==> src/rtl/dm_write_buffer.sv <==
// Store buffer and req/ack memory adapter behind the core's single-cycle DM port.
// Optional WB_COALESCE_EN: stores to an already-buffered, not-in-flight address merge in place.
module dm_write_buffer #(
    parameter int DEPTH      = 4,
    parameter int ADDR_WIDTH = 12,
    parameter int DATA_WIDTH = 32
) (
    input  logic                     clk,
    input  logic                     rst,
    input  logic                     core_enable,
    input  logic                     core_read,
    input  logic                     core_write,
    input  logic [ADDR_WIDTH-1:0]    core_address,
    input  logic [DATA_WIDTH-1:0]    core_wdata,
    output logic [DATA_WIDTH-1:0]    core_rdata,
    output logic                     core_stall,
    output logic                     mem_req,
    output logic                     mem_we,
    output logic [ADDR_WIDTH-1:0]    mem_address,
    output logic [DATA_WIDTH-1:0]    mem_wdata,
    input  logic [DATA_WIDTH-1:0]    mem_rdata,
    input  logic                     mem_ack,
    output logic [$clog2(DEPTH):0]   buf_count,
    output logic                     buf_empty
);

    localparam int PTR_W = $clog2(DEPTH);
    localparam int CNT_W = PTR_W + 1;
    localparam logic [CNT_W-1:0] FULL_COUNT = CNT_W'(DEPTH);

    typedef enum logic [1:0] {
        IDLE,
        DRAIN,
        LOAD,
        LD_DONE
    } state_t;

    state_t                 state;
    state_t                 next_state;

    logic [DEPTH-1:0]       valid;
    logic [ADDR_WIDTH-1:0]  addr_q [DEPTH];
    logic [DATA_WIDTH-1:0]  data_q [DEPTH];
    logic [PTR_W-1:0]       head;
    logic [PTR_W-1:0]       tail;
    logic [CNT_W-1:0]       count;
    logic [DATA_WIDTH-1:0]  rd_q;

    logic                   store_req;
    logic                   load_req;
    logic                   full;
    logic                   hit;
    logic                   miss;
    logic                   co_hit;
    logic                   enq;
    logic                   pop;
    logic                   ack_fire;
    logic                   issue_load;
    logic                   issue_drain;
    logic [PTR_W-1:0]       co_idx;
    logic [PTR_W-1:0]       scan_f;
    logic [DATA_WIDTH-1:0]  fwd_data;
    logic [DATA_WIDTH-1:0]  drain_data;

    // A store with read also high is a store; the read is dropped.
    assign store_req = core_enable & core_write;
    assign load_req  = core_enable & core_read & ~core_write;
    assign full      = (count == FULL_COUNT);
    assign miss      = load_req & ~hit;
    assign ack_fire  = mem_ack & mem_req;
    assign pop       = (state == DRAIN) & ack_fire;
    assign enq       = store_req & ~co_hit & ~full;

    // Scan oldest to youngest so the last match left standing is the youngest store.
    // NOTE: always_comb uses blocking assignments, with every output defaulted first so no latch is inferred.
    always_comb begin
        hit      = 1'b0;
        fwd_data = '0;
        scan_f   = head;
        for (int i = 0; i < DEPTH; i++) begin
            scan_f = head + PTR_W'(i);
            if (valid[scan_f] && addr_q[scan_f] == core_address) begin
                hit      = 1'b1;
                fwd_data = data_q[scan_f];
            end
        end
    end

`ifdef WB_COALESCE_EN
    logic [PTR_W-1:0] scan_c;

    // The head is off limits only while its write is on the bus.
    always_comb begin
        co_hit = 1'b0;
        co_idx = '0;
        scan_c = head;
        for (int i = 0; i < DEPTH; i++) begin
            scan_c = head + PTR_W'(i);
            if (store_req && valid[scan_c] && addr_q[scan_c] == core_address &&
                !(state == DRAIN && scan_c == head)) begin
                co_hit = 1'b1;
                co_idx = scan_c;
            end
        end
    end
`else
    assign co_hit = 1'b0;
    assign co_idx = '0;
`endif

    // A merge into the head on the cycle its drain launches must reach the bus.
    assign drain_data = (co_hit && co_idx == head) ? core_wdata : data_q[head];

    always_comb begin
        next_state  = state;
        issue_load  = 1'b0;
        issue_drain = 1'b0;
        unique case (state)
            IDLE: begin
                if (miss) begin
                    next_state = LOAD;
                    issue_load = 1'b1;
                end else if (count != '0) begin
                    next_state  = DRAIN;
                    issue_drain = 1'b1;
                end
            end
            DRAIN:   if (ack_fire) next_state = IDLE;
            LOAD:    if (ack_fire) next_state = LD_DONE;
            LD_DONE: next_state = IDLE;
            default: next_state = IDLE;
        endcase
    end

    always_comb begin
        core_stall = 1'b0;
        core_rdata = rd_q;
        if (!rst) begin
            core_stall = (store_req & ~co_hit & full) | (miss & (state != LD_DONE));
        end
        if (load_req && hit) begin
            core_rdata = fwd_data;
        end
    end

    assign buf_count = count;
    assign buf_empty = (count == '0);

    // NOTE: sequential state uses non-blocking assignments so every flop samples pre-edge values.
    always_ff @(posedge clk or posedge rst) begin
        if (rst) begin
            state <= IDLE;
        end else begin
            state <= next_state;
        end
    end

    always_ff @(posedge clk or posedge rst) begin
        if (rst) begin
            valid <= '0;
            head  <= '0;
            tail  <= '0;
            count <= '0;
        end else begin
            if (pop) begin
                valid[head] <= 1'b0;
                head        <= head + PTR_W'(1);
            end
            if (enq) begin
                valid[tail] <= 1'b1;
                tail        <= tail + PTR_W'(1);
            end
            if (enq && !pop) begin
                count <= count + CNT_W'(1);
            end else if (pop && !enq) begin
                count <= count - CNT_W'(1);
            end
        end
    end

    // NOTE: the payload arrays carry no reset; the valid bits alone decide what is live.
    always_ff @(posedge clk) begin
        if (enq) begin
            addr_q[tail] <= core_address;
            data_q[tail] <= core_wdata;
        end else if (co_hit) begin
            data_q[co_idx] <= core_wdata;
        end
    end

    always_ff @(posedge clk or posedge rst) begin
        if (rst) begin
            mem_req     <= 1'b0;
            mem_we      <= 1'b0;
            mem_address <= '0;
            mem_wdata   <= '0;
            rd_q        <= '0;
        end else begin
            if (issue_load) begin
                mem_req     <= 1'b1;
                mem_we      <= 1'b0;
                mem_address <= core_address;
            end else if (issue_drain) begin
                mem_req     <= 1'b1;
                mem_we      <= 1'b1;
                mem_address <= addr_q[head];
                mem_wdata   <= drain_data;
            end else if (ack_fire) begin
                mem_req <= 1'b0;
            end

            if (state == LOAD && ack_fire) begin
                rd_q <= mem_rdata;
            end else if (load_req && hit) begin
                rd_q <= fwd_data;
            end
        end
    end

endmodule
==> config.mk <==
export PLATFORM = sky130hd
export DESIGN_NAME = dm_write_buffer
export DESIGN_NICKNAME = d
export VERILOG_FILES = /design/src/rtl/dm_write_buffer.sv
export SDC_FILE = /design/constraint.sdc
export NUM_CORES = 1
export LEC_CHECK = 0
export BUFFER_PORTS_ARGS = -buffer_cell sky130_fd_sc_hd__buf_2
export CAP_MARGIN = 20
export CORE_MARGIN = 2
export CORE_UTILIZATION = 57
export DETAILED_ROUTE_END_ITERATION = 10
export PLACE_DENSITY = 0.8
export REMOVE_ABC_BUFFERS = 1
export SYNTH_ARGS = -nofsm -noshare
export SYNTH_HDL_FRONTEND = slang
export SYNTH_SLANG_ARGS = --single-unit
==> constraint.sdc <==
create_clock -name clk -period 7 [get_ports clk]
set_input_delay 1.4 -clock clk [delete_from_list [all_inputs] [get_ports clk]]
set_output_delay 1.4 -clock clk [all_outputs]
set_load 0.03 [all_outputs]
==> out/qor.csv <==
stage;metric;value;unit
power;pwr-share-seq;0.292;
critical_path;endpoint;core_rdata[17];
place;pre_cts_ws;1.14;ns
sta;finalHoldViolations;0;
clock_network;cts_sinks;267;
critical_path;crit_required;5.60;ns
floorplan;die_area;0.0293;mm^2
sta;rsz0062_at_grt;false;
clock_network;cts_buffers;29;
synthesis;yosysTopAreaCell;edfxtp_1;
route;dr.pass1.iters;5;
power;switching_share;0.395;
sta;final.min_clock_period;6.46;ns
route;ant_nets;0;
power;comb_power_share;0.486;
power;p_int;4.62;mW
clock_network;cts.htree.levels;1;
critical_path;critPathCaptureType;output port;
grt;grtUsageTotal;0.292;
finish;nets;1573;
floorplan;rows;61;
critical_path;r2r-end;rd_q[2];
grt;grt_pass1_vias;12000;
place;place_area;0.0170;mm^2
sta;fmax;155;MHz
place;hpwl;27900;um
floorplan;die_height;171;um
place;placed_cells;1826;
finish;multiInputGateArea;0.00782;mm^2
power;switchingPower;3.02;mW
sta;post-route-period-util;0.922;
synthesis;ys_seq_area_frac;0.474;
sta;maxSlewHeadroom;0.215;
clock_network;clk_latency;0.57;ns
hold_path;hold_class;register to register;
critical_path;reg2reg_from;head[0];
clock_network;clkTransAtPathRegs;0.07;ns
clock_network;postCtsSetupRepairBufs;0;
route;drt-initial-drc-count;1158;
clock_network;cts_tree;yes;
sta;report.final.slew_viol_count;0;
power;clkPwrFrac;0.221;
route;vias_per_cell;6.55;
power;irDropWorstVdd;0.318;mV
floorplan;die-width;171;um
finish;seq_area;0.00757;mm^2
place;numPortBuffers;164;
synthesis;synthTopCellsByArea;edfxtp_1, dfrtp_1, mux4_2;
synthesis;syn-cell-area;0.0159;mm^2
critical_path;worstSetupStartpoint;head[0];
place;gp_congestion;0.954;
synthesis;ys_ff_latch;267;
grt;grt_pass1_wl;66500;um
synthesis;syn_avg_cell_area;11.6;um^2
power;p_leak;7.00;nW
grt;antenna_found_initial;4;
finish;finalInstanceArea;0.0181;mm^2
critical_path;path_class;register to output port;
critical_path;worst-r2r-cell-count;11;
synthesis;yosysWarnings;0;
floorplan;ios;165;
clock_network;cts_resized;0;
finish;final_util;0.655;
route;drt-total-wl;43900;um
grt;grt_max_degree;74;
clock_network;hold_buffers;0;
floorplan;initial_core_util;0.577;
sta;finalSetupTns;0;ns
synthesis;async_flop_share;0.341;
critical_path;r2r_setup_slack;1.42;ns
synthesis;synthCells;1369;
sta;setup_ws;0.544;ns
sta;whs;0.478;ns
synthesis;synth_edf_count;176;
sta;final.setup_skew;0.0125;ns
critical_path;cp_max_fo;41;
finish;fin_cells;1886;
finish;final_layout_size_suffix_gt1_frac;0.273;
route;drc;0;
grt;grt_overflow_total;0;
run;drv_cap;0;
route;via_count;12300;
synthesis;synthDistinctLibCells;65;
power;power.density;422;mW/mm^2
finish;syn2layout_area_growth;13.5;%
run_status;status;complete, no violations;
finish;fill_cells;2040;
clock_network;root_buffer;clkbuf_16;
critical_path;start_kind;register;
clock_network;cts_buffer_depth;3;
sta;tightest_slew;1.18;ns
synthesis;synth_ff_type;edfxtp_1;
sta;setup_viol;0;
power;power;7.64;mW
route;wl_per_cell;23.3;um
critical_path;critPathArrivalTime;5.06;ns
floorplan;core;0.0276;mm^2
synthesis;synth_top_area_frac;0.332;
-- sequential cells by signal (all words and copies together), names as in the netlist --
name and cells:
data_q 128, addr_q 48, mem_wdata 32, rd_q 32
mem_address 12, valid 4, buf_count 3, head 2
state 2, tail 2, mem_req 1, mem_we 1
-- synth_stat cells, types with 17 or more instances --
cell type,instances
and2_1,27
a21o_1,22
mux2_2,66
nand2_1,124
a2bb2oi_1,27
o21ai_0,83
dfrtp_1,91
buf_2,25
o22ai_1,21
clkbuf_1,75
mux4_2,56
nand3_1,19
mux2i_1,123
xnor2_1,47
a2111oi_0,17
nor3_1,24
nor2_1,84
a31oi_1,24
edfxtp_1,176
a21oi_1,21
or2_2,26
-- worst min-delay path by stage --
stage                  start            end  slack (ns)  depth (start not counted)
2_1_floorplan       state[0]       state[1]        0.49                          1
3_3_place_gp    mem_wdata[0]   mem_wdata[0]        0.46                          1
3_5_place_dp    mem_wdata[2]   mem_wdata[2]        0.47                          1
4_1_cts         mem_wdata[2]   mem_wdata[2]        0.48                          1
5_1_grt        mem_wdata[31]  mem_wdata[31]        0.50                          1
6_report        mem_wdata[2]   mem_wdata[2]        0.48                          1
-- metal layers --
metal  GRT usage  wire, um
met5           0         0
met4       0.122      1720
met3      0.0474      3900
met2       0.478     20900
met1       0.391     17300
-- final cells by class --
cell class | count | area share
Clock inverter | 22 | 0.0172
Clock buffer | 32 | 0.0413
Inverter | 18 | 0.00387
Antenna cell | 4 | 0.000553
Timing Repair Buffer | 198 | 0.0605
Sequential cell | 267 | 0.418
Multi-Input combinational cell | 967 | 0.432
Tap cell | 378 | 0.0261
-- power groups by stage --
stage	Combinational, mW	Sequential (mW)	Clock, mW
after floorplan	2.70	2.65	0
after global placement	3.56	2.24	0
after detailed placement	3.65	2.26	0
after CTS	3.67	2.23	1.70
after global routing	3.96	2.27	1.76
final	3.72	2.23	1.69
-- layout by cell type (no fill, tap or decap), drive strengths merged, types with 11 or more instances in the layout --
cell	n
nand3	19
o21ai	83
o221ai	15
o22ai	21
xor2	15
and2	27
mux2i	124
edfxtp	176
xnor2	47
inv	20
o2111ai	12
clkbuf	32
buf	198
a2111oi	17
nand2	124
dfrtp	91
or2	28
mux2	66
o32ai	11
a2bb2oi	27
nor3	24
a21o	22
a21oi	21
a31oi	24
mux4	60
nor2	84
-- critical path, stage by stage (launching register included) --
cell,delay (ns)
dfrtp_4,0.84
inv_2,0.12
ha_4,0.58
mux4_2,0.38
xnor2_1,0.28
nand4_1,0.13
nor4b_1,0.57
nand2_1,0.18
a41o_2,0.59
and2_1,0.30
or2_2,0.30
buf_2,0.18
-- cells by family after synthesis --
group | after synthesis | share of synthesized area
simple gates | 338 | 0.0983
compound gates | 307 | 0.137
flops | 267 | 0.474
mux | 250 | 0.210
buf+inv | 135 | 0.0374
xor+xnor | 62 | 0.0341
fa+ha+maj | 10 | 0.00832
Note: power is estimated with default switching activity, not from simulation.
